File: src/rtl/poly1305_mac_sequencer.sv
// Poly1305 MAC sequencer.
// Holds the clamped key, accumulates message blocks through a bit-serial
// multiply, hands each product to an external mod 2^130-5 reducer, and turns
// the final accumulator into the 128-bit tag.
//
// Handshakes:
//   blk_valid/blk_ready : a block transfers on a rising edge where both are 1;
//                         blk_ready is high only while the sequencer is IDLE
//                         (and not during the first cycle after reset).
//   red_start/red_busy  : red_start is a one-cycle pulse issued only on a
//                         cycle where red_busy was low; red_value holds the
//                         product from that pulse until the next one.
//   red_done            : accepted only while waiting for a reduction.
module poly1305_mac_sequencer #(
    parameter int MUL_ITERS = 128
) (
    input  logic         clk,
    input  logic         reset_n,
    input  logic         key_load,
    input  logic [127:0] key_r,
    input  logic [127:0] key_s,
    input  logic         blk_valid,
    output logic         blk_ready,
    input  logic [127:0] blk_data,
    input  logic [4:0]   blk_len,
    input  logic         blk_last,
    output logic         red_start,
    output logic [257:0] red_value,
    input  logic         red_busy,
    input  logic         red_done,
    input  logic [129:0] red_result,
    output logic [127:0] tag,
    output logic         tag_valid,
    output logic         busy,
    output logic [2:0]   dbg_state_o
);

    typedef enum logic [2:0] {
        ST_IDLE     = 3'd0,
        ST_ADD      = 3'd1,
        ST_MUL      = 3'd2,
        ST_RED_REQ  = 3'd3,
        ST_RED_WAIT = 3'd4,
        ST_FINAL    = 3'd5,
        ST_DONE     = 3'd6
    } state_t;

    localparam logic [127:0] R_CLAMP  = 128'h0ffffffc_0ffffffc_0ffffffc_0fffffff;
    localparam logic [129:0] P1305    = 130'h3_ffff_ffff_ffff_ffff_ffff_ffff_ffff_fffb;
    localparam logic [6:0]   CNT_LAST = 7'(MUL_ITERS - 1);

    state_t         state_q;
    logic           ready_en_q;
    logic [127:0]   r_q;
    logic [127:0]   s_q;
    logic [129:0]   acc_q;
    logic [128:0]   blk_q;
    logic           last_q;
    logic [130:0]   sum_q;
    logic [257:0]   product_q;
    logic [6:0]     cnt_q;
    logic           red_start_q;
    logic [257:0]   red_value_q;
    logic [127:0]   tag_q;
    logic           tag_valid_q;

    logic [4:0]     len_eff;
    logic [128:0]   blk_val_d;
    logic [130:0]   sum_d;
    logic [257:0]   product_d;
    logic [129:0]   h_d;

    // Block value: the valid low bytes of blk_data with a 1 appended just above them.
    always_comb begin
        blk_val_d = '0;
        len_eff   = (blk_len > 5'd16) ? 5'd16 : blk_len;
        for (int i = 0; i < 16; i++) begin
            if (5'(i) < len_eff) begin
                blk_val_d[8*i +: 8] = blk_data[8*i +: 8];
            end
        end
        blk_val_d[{len_eff, 3'b000}] = 1'b1;
    end

    // Arithmetic for the ADD, MUL and FINAL steps.
    always_comb begin
        sum_d     = {1'b0, acc_q} + {2'b00, blk_q};
        product_d = product_q;
        if (r_q[cnt_q]) begin
            product_d = product_q + ({127'd0, sum_q} << cnt_q);
        end
        h_d = (acc_q >= P1305) ? (acc_q - P1305) : acc_q;
    end

    // Sequencer FSM with all datapath registers and registered outputs.
    always_ff @(posedge clk or negedge reset_n) begin
        if (!reset_n) begin
            state_q     <= ST_IDLE;
            ready_en_q  <= 1'b0;
            r_q         <= '0;
            s_q         <= '0;
            acc_q       <= '0;
            blk_q       <= '0;
            last_q      <= 1'b0;
            sum_q       <= '0;
            product_q   <= '0;
            cnt_q       <= '0;
            red_start_q <= 1'b0;
            red_value_q <= '0;
            tag_q       <= '0;
            tag_valid_q <= 1'b0;
        end else begin
            ready_en_q  <= 1'b1;
            red_start_q <= 1'b0;
            tag_valid_q <= 1'b0;
            case (state_q)
                ST_IDLE: begin
                    // A key update only lands between messages' blocks.
                    if (key_load) begin
                        r_q   <= key_r & R_CLAMP;
                        s_q   <= key_s;
                        acc_q <= '0;
                    end
                    if (blk_valid && blk_ready) begin
                        blk_q  <= blk_val_d;
                        last_q <= blk_last;
                        if (len_eff != 5'd0) begin
                            state_q <= ST_ADD;
                        end else if (blk_last) begin
                            state_q <= ST_FINAL;
                        end
                    end
                end
                ST_ADD: begin
                    sum_q     <= sum_d;
                    product_q <= '0;
                    cnt_q     <= '0;
                    state_q   <= ST_MUL;
                end
                ST_MUL: begin
                    product_q <= product_d;
                    cnt_q     <= cnt_q + 7'd1;
                    if (cnt_q == CNT_LAST) begin
                        state_q <= ST_RED_REQ;
                    end
                end
                ST_RED_REQ: begin
                    if (!red_busy) begin
                        red_value_q <= product_q;
                        red_start_q <= 1'b1;
                        state_q     <= ST_RED_WAIT;
                    end
                end
                ST_RED_WAIT: begin
                    if (red_done) begin
                        acc_q   <= red_result;
                        state_q <= last_q ? ST_FINAL : ST_IDLE;
                    end
                end
                ST_FINAL: begin
                    // Conditional subtract gives the fully reduced h, then add s mod 2^128.
                    tag_q       <= 128'(h_d + {2'b00, s_q});
                    tag_valid_q <= 1'b1;
                    state_q     <= ST_DONE;
                end
                ST_DONE: begin
                    acc_q   <= '0;
                    state_q <= ST_IDLE;
                end
                default: begin
                    state_q <= ST_IDLE;
                end
            endcase
        end
    end

    assign blk_ready   = ready_en_q && (state_q == ST_IDLE);
    assign busy        = (state_q != ST_IDLE);
    assign red_start   = red_start_q;
    assign red_value   = red_value_q;
    assign tag         = tag_q;
    assign tag_valid   = tag_valid_q;
    assign dbg_state_o = state_q;

endmodule

File: config.mk
export PLATFORM = sky130hd
export DESIGN_NAME = poly1305_mac_sequencer
export DESIGN_NICKNAME = d
export VERILOG_FILES = /design/src/rtl/poly1305_mac_sequencer.sv
export SDC_FILE = /design/constraint.sdc
export NUM_CORES = 2
export LEC_CHECK = 0
export CAP_MARGIN = 20
export CELL_PAD_IN_SITES_DETAIL_PLACEMENT = 1
export CELL_PAD_IN_SITES_GLOBAL_PLACEMENT = 1
export CORE_MARGIN = 2
export CORE_UTILIZATION = 35
export DETAILED_ROUTE_END_ITERATION = 7
export HOLD_SLACK_MARGIN = 0.15
export PLACE_DENSITY = 0.7
export SETUP_SLACK_MARGIN = 0.02
export SLEW_MARGIN = 20
export SYNTH_ARGS = -nofsm -noshare
export SYNTH_HDL_FRONTEND = slang
export SYNTH_SLANG_ARGS = --single-unit
File: constraint.sdc
create_clock -name clk -period 12.4 [get_ports clk]
set_clock_uncertainty 0.1 [all_clocks]
set_input_delay 2.48 -clock clk [delete_from_list [all_inputs] [get_ports clk]]
set_output_delay 2.48 -clock clk [all_outputs]
set_load 0.02 [all_outputs]
==> impl_metrics.py <==
metrics = {
    "status": {
        "status": "completed",
    },
    "sta": {
        "slew_viol_final": 0,
        "fin_crit_sh_pct": 76.4,
        "timing.final.crit_period_ns": 9.48,
        "finalSetupViolCount": 0,
        "worst-slew-pin-transition_ns": 1.38,
        "clock.fmax_mhz": 106,
        "fin_tns_setup_ns": 0,
        "hold_viol": 0,
        "slew_headroom_pct": 7.25,
        "whs_ns": 0.374,
        "rsz0062_at_grt": "false",
        "setup_ws_ns": 2.92,
    },
    "logic_synthesis": {
        "synth_edf_count": 0,
        "syn-cell-area_um2": 96000,
        "async_flop_share_pct": 100,
        "yosys_most_used_dff": "dfrtp_1",
        "synth_seq_cells": 1282,
        "avgSynthCellArea_um2": 8.39,
        "yosys_warnings": 0,
        "synth_nets": 12500,
        "netlist_instances": 11400,
        "yosysSeqAreaShare_pct": 33.4,
        "ys_types": 105,
    },
    "clock_tree": {
        "clockBufferDepth": 4,
        "cts_sinks": 1282,
        "cts_buffers": 161,
        "cts_hold_buffers": 0,
        "cts_setup_buffers": 0,
        "cts_tree": "yes",
        "cts-root-buf": "clkbuf_16",
        "cts.repair.resized": 0,
        "htree_levels": 4,
        "clkTransAtPathRegs_ns": 0.06,
        "clock_latency_ns": 0.86,
    },
    "detailed_routing": {
        "wirelength_um": 485000,
        "drc": 0,
        "drtIter0Drc": 8209,
        "num_vias": 94100,
        "dr.pass1.iters": 8,
        "wl_per_cell_um": 31.1,
        "ant_nets": 0,
        "viasPerCell": 6.04,
    },
    "placed_design": {
        "dpl.hpwl_um": 399000,
        "pre_cts_ws_ns": 3.13,
        "gp_congestion": 1.04,
        "post-place-cells": 15300,
        "io_buffers": 896,
        "placed_area_um2": 108000,
    },
    "pwr": {
        "power_density_nw_per_um2": 260,
        "static-leakage-power_nw": 47.1,
        "p_total_mw": 29.3,
        "irDropWorstVdd_v": 0.000218,
    },
    "setup_path": {
        "reg2reg_depth": 24,
        "worstSetupEndpointType": "flop",
        "path_cells": "buf_4, mux2_2, o21ai_1, nor2_1, a21oi_1, mux2_2, mux2_2, nand2_1, o21ai_1, nor2_1, ha_1, nand2_1, nor2_1, nand4_1, or4_1, a2111oi_2, o211ai_1, a21oi_2, a311oi_1, buf_4, nor4_1, and4b_1, mux2i_1, nand3_1",
        "cp.required_ns": 13.01,
        "critical_path.max_stage_delay_ns": 0.87,
        "crit_path_start_kind": "flop",
        "critPathBufInv": 2,
        "crit_type": "flop to flop",
        "cp_num_cells": 24,
        "crit_arrival_ns": 10.09,
        "path_delay_family": "compound AO/OA/AOI/OAI gates",
        "path_max_fanout": 41,
        "crit_slowest_cell": "dfrtp_4",
    },
    "layout": {
        "finalNetCount": 12900,
        "area_growth_pct": 17.6,
        "stdcell_count": 15600,
        "final_area_um2": 113000,
        "finish.utilization_pct": 41.3,
        "layout_common_cells": "1,843 x nand2_1, 1,275 x dfrtp_1, 1,215 x o21ai_0, 933 x a21oi_1, 895 x clkdlybuf4s50_1",
        "drive_gt1_share_pct": 9.54,
        "layout_commonest_cell": "nand2_1",
    },
    "global_routing": {
        "grtUsageTotal_pct": 33.8,
        "antenna_found_initial": 45,
        "grt_pass1_vias": 95800,
        "grt_max_degree": 212,
        "grt_pass1_wl_um": 690000,
        "overflow": 0,
    },
    "floorplanning": {
        "num_io_pins": 919,
        "rows": 192,
        "die_area_um2": 278000,
        "core_area_um2": 273000,
        "die_height_um": 528,
        "die_width_um": 528,
        "start_util_pct": 35.1,
    },
    "min_path": {
        "min_path_type": "flop to flop",
        "hold_depth": 2,
    },
    "run": {
        "drv_cap": 0,
    },
}
==> synth_stat cells (143+ instances only) <==
| library cell | n | area share, % |
|---|---|---|
| mux4_2 | 143 | 3.4 |
| nand4_1 | 318 | 2.1 |
| nor2_1 | 750 | 2.9 |
| clkbuf_1 | 596 | 2.3 |
| inv_1 | 180 | 0.70 |
| mux2_2 | 550 | 6.5 |
| a21oi_1 | 933 | 4.9 |
| nor3_1 | 151 | 0.79 |
| a21o_1 | 284 | 2.2 |
| o21ai_0 | 1219 | 6.4 |
| ha_1 | 515 | 6.7 |
| nand3_1 | 347 | 1.8 |
| o21bai_1 | 165 | 1.3 |
| nand2_1 | 1844 | 7.2 |
| xnor2_1 | 282 | 2.6 |
| mux2i_1 | 238 | 2.5 |
| dfrtp_1 | 1282 | 33 |
| xor2_1 | 216 | 2.0 |
==> path summary, 6_finish.rpt <==
path | startpoint | slack [ns] | endpoint
worst max-delay path | cnt_q[0]$_DFFE_PN0P_ | 2.92 | product_q[252]$_DFFE_PN0P_
worst min-delay path | blk_q[43]$_DFFE_PN0P_ | 0.37 | blk_q[43]$_DFFE_PN0P_
worst max register to register | cnt_q[0]$_DFFE_PN0P_ | 2.92 | product_q[252]$_DFFE_PN0P_
worst min register to register | blk_q[43]$_DFFE_PN0P_ | 0.37 | blk_q[43]$_DFFE_PN0P_
max in group asynchronous | reset_n | 8.09 | tag[73]$_DFFE_PN0P_
min in group asynchronous | reset_n | 1.54 | product_q[47]$_DFFE_PN0P_
==> sequential cells by signal (all words and copies together), names as in the netlist <==
| signal | cells |
|---|---|
| acc_q | 130 |
| blk_q | 129 |
| cnt_q | 7 |
| dbg_state_o | 3 |
| last_q | 1 |
| product_q | 258 |
| r_q | 106 |
| ready_en_q | 1 |
| red_start | 1 |
| red_value | 258 |
| s_q | 128 |
| sum_q | 131 |
| tag | 128 |
| tag_valid | 1 |
==> where the power goes <==
part | total, mW | switching, mW | internal [mW]
logic | 17.2 | 11.4 | 5.82
registers | 7.28 | 1.69 | 5.60
clock network | 4.84 | 2.00 | 2.84
total | 29.3 | 15.0 | 14.3
==> cells by family (layout without fill, tap and decap cells) <==
group,count (synthesis),count (layout),share of synthesized area (%)
xor gates and xnor gates,498,498,4.55
other,1,31,0.00391
muxes,931,931,12.3
and+or+nand+nor,3872,3872,18.0
adders and majority gates,518,518,6.78
AOI/OAI and AO/OA,3401,3401,21.3
buffers and inverters,928,1451,3.73
DFF,1282,1282,33.4
==> worst reg2reg max path: cells and delay by family (launching register included) <==
family          cells  cell delay, ns
fa+ha+maj           1            0.50
buf+inv             2            0.91
compound gates      7            3.21
flops               1            0.87
mux                 4            1.26
simple gates       10            2.51
==> layout make-up <==
cell class | count | area [um2]
fill | 31800 | 160000
multi-input combinational | 9221 | 60400
sequential | 1282 | 32100
timing repair buffer | 992 | 9890
clock buffer | 224 | 4600
tap | 3589 | 4490
inverter | 183 | 687
clock inverter | 52 | 653
antenna | 30 | 75.1
==> layer usage <==
layer,wire length [um],GRT usage [%]
met5,148,0
met4,27400,16.6
met3,26900,4.13
met2,222000,54.5
met1,209000,44.6
(Power assumes the default switching activity.)
